### src/rtl/ula_pkg.sv
// Shared types and widths for the ULA operation sequencer and its helpers.
package ula_pkg;

    localparam int unsigned ULA_IN_W  = 8;
    localparam int unsigned ULA_OUT_W = 16;

    typedef enum logic [1:0] {
        OP_ADD = 2'b00,
        OP_SUB = 2'b01,
        OP_MUL = 2'b10,
        OP_DIV = 2'b11
    } ula_op_t;

    typedef enum logic [1:0] {
        ST_IDLE   = 2'b00,
        ST_SETTLE = 2'b01,
        ST_DONE   = 2'b10
    } seq_state_t;

    // Settle-counter width: clog2 of the larger settle time, never below one bit.
    function automatic int unsigned cnt_width(input int unsigned a, input int unsigned b);
        int unsigned m;
        int unsigned w;
        m = (a > b) ? a : b;
        w = $clog2(m);
        return (w < 1) ? 1 : w;
    endfunction

endpackage

### src/rtl/settle_counter.sv
// Loadable down-counter that stops at zero; also intended for the multiplier pipeline.
module settle_counter #(
    parameter int unsigned W = 2
) (
    input  logic         clk,
    input  logic         reset,
    input  logic         load,
    input  logic [W-1:0] value,
    input  logic         dec,
    output logic         is_zero
);

    logic [W-1:0] count_q;

    always_ff @(posedge clk or posedge reset) begin
        if (reset) begin
            count_q <= '0;
        end else if (load) begin
            count_q <= value;
        end else if (dec && (count_q != '0)) begin
            count_q <= count_q - W'(1);
        end
    end

    assign is_zero = (count_q == '0);

endmodule

### src/rtl/ula_op_sequencer.sv
// Holds operands at the ULA for a per-op settle time, then registers result and flags.
// Define ULA_SEQ_DIV_ZERO_EN to intercept DIV with a zero divisor before the divider is used.
module ula_op_sequencer
    import ula_pkg::*;
#(
    parameter int unsigned DIV_SETTLE = 4,
    parameter int unsigned ALU_SETTLE = 1
) (
    input  logic                 clk,
    input  logic                 reset,
    input  logic                 in_valid,
    output logic                 in_ready,
    input  logic [ULA_IN_W-1:0]  in_a,
    input  logic [ULA_IN_W-1:0]  in_b,
    input  logic [1:0]           in_op,
    output logic [ULA_IN_W-1:0]  ula_a,
    output logic [ULA_IN_W-1:0]  ula_b,
    output logic [1:0]           ula_op,
    input  logic [ULA_OUT_W-1:0] ula_result,
    input  logic                 ula_sign_flag,
    input  logic                 ula_zero_flag,
    output logic                 out_valid,
    input  logic                 out_ready,
    output logic [ULA_OUT_W-1:0] out_result,
    output logic                 out_sign_flag,
    output logic                 out_zero_flag,
    output logic                 out_div_zero
);

    localparam int unsigned CNT_W = cnt_width(DIV_SETTLE, ALU_SETTLE);

    seq_state_t           state_q;
    logic [ULA_IN_W-1:0]  ula_a_q;
    logic [ULA_IN_W-1:0]  ula_b_q;
    logic [1:0]           ula_op_q;
    logic [ULA_OUT_W-1:0] result_q;
    logic                 sign_q;
    logic                 zero_q;
    logic                 valid_q;

    logic             accept;
    logic             div_zero_hit;
    logic             cnt_load;
    logic             cnt_dec;
    logic             cnt_zero;
    logic [CNT_W-1:0] cnt_value;

    // DONE accepts alongside the result handoff so back-to-back ops skip the IDLE bubble.
    assign in_ready  = (state_q == ST_IDLE) || ((state_q == ST_DONE) && out_ready);
    assign accept    = in_valid && in_ready;
    assign cnt_load  = accept && !div_zero_hit;
    assign cnt_dec   = (state_q == ST_SETTLE);
    assign cnt_value = (ula_op_t'(in_op) == OP_DIV) ? CNT_W'(DIV_SETTLE - 1)
                                                    : CNT_W'(ALU_SETTLE - 1);

    settle_counter #(
        .W(CNT_W)
    ) u_settle_counter (
        .clk     (clk),
        .reset   (reset),
        .load    (cnt_load),
        .value   (cnt_value),
        .dec     (cnt_dec),
        .is_zero (cnt_zero)
    );

    always_ff @(posedge clk or posedge reset) begin
        if (reset) begin
            state_q  <= ST_IDLE;
            ula_a_q  <= '0;
            ula_b_q  <= '0;
            ula_op_q <= '0;
            result_q <= '0;
            sign_q   <= 1'b0;
            zero_q   <= 1'b0;
            valid_q  <= 1'b0;
        end else begin
            case (state_q)
                ST_SETTLE: begin
                    if (cnt_zero) begin
                        result_q <= ula_result;
                        sign_q   <= ula_sign_flag;
                        zero_q   <= ula_zero_flag;
                        valid_q  <= 1'b1;
                        state_q  <= ST_DONE;
                    end
                end
                ST_DONE: begin
                    if (out_ready) begin
                        valid_q <= 1'b0;
                        state_q <= ST_IDLE;
                    end
                end
                default: ;
            endcase

            // An accept (from IDLE or DONE) overrides the state-specific updates above.
            if (accept) begin
                ula_a_q  <= in_a;
                ula_b_q  <= in_b;
                ula_op_q <= in_op;
                if (div_zero_hit) begin
                    result_q <= '0;
                    sign_q   <= 1'b0;
                    zero_q   <= 1'b1;
                    valid_q  <= 1'b1;
                    state_q  <= ST_DONE;
                end else begin
                    state_q  <= ST_SETTLE;
                end
            end
        end
    end

`ifdef ULA_SEQ_DIV_ZERO_EN
    logic div_zero_q;

    assign div_zero_hit = (ula_op_t'(in_op) == OP_DIV) && (in_b == '0);

    always_ff @(posedge clk or posedge reset) begin
        if (reset) begin
            div_zero_q <= 1'b0;
        end else if (accept && div_zero_hit) begin
            div_zero_q <= 1'b1;
        end else if ((state_q == ST_SETTLE) && cnt_zero) begin
            div_zero_q <= 1'b0;
        end
    end

    assign out_div_zero = div_zero_q;
`else
    assign div_zero_hit = 1'b0;
    assign out_div_zero = 1'b0;
`endif

    assign ula_a         = ula_a_q;
    assign ula_b         = ula_b_q;
    assign ula_op        = ula_op_q;
    assign out_valid     = valid_q;
    assign out_result    = result_q;
    assign out_sign_flag = sign_q;
    assign out_zero_flag = zero_q;

endmodule
### config.mk
export PLATFORM = sky130hd
export DESIGN_NAME = ula_op_sequencer
export DESIGN_NICKNAME = d
export VERILOG_FILES = /design/src/rtl/ula_pkg.sv /design/src/rtl/settle_counter.sv /design/src/rtl/ula_op_sequencer.sv
export SDC_FILE = /design/constraint.sdc
export NUM_CORES = 1
export LEC_CHECK = 0
export ABC_AREA = 1
export BUFFER_PORTS_ARGS = -buffer_cell sky130_fd_sc_hd__buf_2
export CAP_MARGIN = 10
export CORE_MARGIN = 5
export CORE_UTILIZATION = 40
export DETAILED_ROUTE_END_ITERATION = 6
export PLACE_DENSITY = 0.7
export SYNTH_ARGS = -nofsm -noshare
export SYNTH_HDL_FRONTEND = slang
export SYNTH_SLANG_ARGS = --single-unit
### constraint.sdc
create_clock -name clk -period 2.8 [get_ports clk]
set_clock_uncertainty 0.05 [all_clocks]
set_input_delay 0.84 -clock clk [delete_from_list [all_inputs] [get_ports clk]]
set_output_delay 0.84 -clock clk [all_outputs]
set_load 0.02 [all_outputs]
==> results.cfg <==
[min_path]
min_path_type = reg2reg

[cells_and_area]
layout_commonest_cell = nand2_1
layout-drive-gt1-share_pct = 33.2
area_delta_synth_final_pct = 28.5
fill_cells = 392
nets = 311
layout_common_cells = nand2_1, buf_2, dfrtp_1
final_cell_area_um2 = 2170
num_antenna_cells = 0

[pwr]
power.density_nw_per_um2 = 489
leakage_nw = 1.19
max-vdd-ir-drop_mv = 0.220

[clock_tree]
cts.sinks = 41
cts-resized-gates = 0
cts.clk_slew.worst_paths_ns = 0.07
clockRootBuffer = clkbuf_8
clock_latency_ns = 0.29
hold_buffers = 0
cts_setup_buffers = 0
cts-htree-levels = 2
clock_path_buffers = 2
numCtsBuffers = 5
cts_tree = done

[routing]
wirelength_mm = 3.69
antenna_left = 0
wl_per_cell_um = 11.5
drt_iter0_drc = 60
dr.pass1.iters = 4
vias = 1461
post-route-drc-count = 0
via_per_inst = 4.55

[sta]
rsz0062_at_grt = no
fmax_mhz = 455
report.final.slew_viol_count = 0
setup_tns_ns = 0
holdWs_ns = 0.423
setup_violations = 0
finalHoldViolations = 0
finalCritPeriodShare_pct = 78.6
period_minus_slack_ns = 2.20

[worst_setup_path]
worst-path-max-fanout = 3
arrival_ns = 1.31
required_ns = 1.91
crit_path_start_kind = input port
crit_type = in2out
worstSetupEndpointType = output port

[global_route]
met2_usage_pct = 20.7
grt_start_max_net_pins = 42
gr-total-overflow = 0
grt_util_met1_pct = 17.8
top_usage_layer = met2
grt_antenna_before_repair = 0
grt_pass1_wl_mm = 5.79
met3_usage_pct = 5.21
track_usage_pct = 13.5
grt_pass1_vias = 1343

[placement]
gp_congestion = 0.784
io_buffer_count = 77
dp_hpwl_mm = 2.63
dpl_cell_area_um2 = 2090

[logic_synthesis]
synth_nets = 234
yosys_register_bits = 41
syn_inst = 193
yosysTopAreaCellShare_pct = 60.7
ys_top_cells_by_area = dfrtp_1, nand2_1, nand3_1
synth_top_family_by_area = simple AND/OR/NAND/NOR gates
synth_mux_area_share_pct = 0
synthAdderAreaFrac_pct = 0.740
synth-xor-area-share_pct = 0
synthesis.area_um2 = 1690
yosysTopAreaCell = dfrtp_1
synth_cell_types = 17
avgSynthCellArea_um2 = 8.76
synth_warnings = 0
synth_compound_area_share_pct = 1.85
yosys.area_share.simple_pct = 30.5
ys_seq_area_share_pct = 60.7

[job]
maxCapViolations = 0

[outcome]
outcome = finished clean

[die]
die_y_um = 75.0
start_util_pct = 41.7
io_pins = 79
dieArea_um2 = 5630
rows = 23
die_x_um = 75.0
core_um2 = 4060
cell type report:
| cell class | instances | area, um^2 | area share, % |
|---|---|---|---|
| Clock buffer | 8 | 80.1 | 3.68 |
| Inverter | 11 | 41.3 | 1.90 |
| Multi-Input combinational cell | 132 | 563 | 25.9 |
| Sequential cell | 41 | 1030 | 47.2 |
| Tap cell | 50 | 62.6 | 2.88 |
| Timing Repair Buffer | 79 | 400 | 18.4 |
layer usage:
layer	share of wire, %	vias to the layer above
met3	11	5
li1	-	744
met2	43	62
met1	45	650
met5	0	-
met4	1.1	0
synthesized netlist by cell type, drive strengths merged:
cell type,number
a21oi,1
buf,8
clkbuf,1
conb,1
dfrtp,41
ha,1
inv,11
nand2,103
nand3,20
nand3b,1
nand4,1
nor3,1
o21ai,3
through the flow:
stage	setup WS (ns)	util [%]	power [W]	std cells
floorplan	0.539	-	0.000668	193
global placement	0.599	51.6	0.000713	313
detailed placement	0.597	51.6	0.000714	313
CTS	0.593	53.6	0.00108	321
global route	0.574	53.6	0.00111	321
finish	0.600	53.6	0.00106	321
report_power, final:
group / internal (W) / switching (W) / total (W)
clock network: 0.000177 / 0.000185 / 0.000362
registers: 0.000605 / 0.00000607 / 0.000611
logic: 0.0000352 / 0.0000540 / 0.0000891
total: 0.000817 / 0.000245 / 0.00106
path summary, 6_finish.rpt:
kind                                             start       endpoint  slack [ns]  cells past startpoint
min in group asynchronous                        reset       ula_b[2]        0.61                      3
max                                          out_ready       in_ready        0.60                      4
min                                      out_result[7]  out_result[7]        0.42                      2
max reg2reg                u_settle_counter.count_q[0]     state_q[0]        1.10                      5
max in group asynchronous                        reset      out_valid        1.76                      3
min reg2reg                              out_result[7]  out_result[7]        0.42                      2
logic make-up (layout without fill, tap and decap cells):
| group | after synthesis | in the layout |
|---|---|---|
| AND/OR/NAND/NOR | 126 | 126 |
| flip-flops | 41 | 41 |
| buffers and inverters | 20 | 98 |
| AO/OA/AOI/OAI | 4 | 4 |
| adder cells (fa/ha/maj) | 1 | 1 |
| other | 1 | 1 |
critical path, stage by stage:
cell,delay (ns)
buf_2,0.08
inv_1,0.07
a21oi_4,0.13
buf_2,0.19
sequential cells by signal, indices dropped and copies added (netlist names):
register and count:
u_settle_counter.count_q 2, out_valid 1, ula_a 8, ula_b 8
ula_op 2, out_zero_flag 1, state_q 2, out_result 16
out_sign_flag 1
Note: power is estimated with default switching activity, not from simulation.
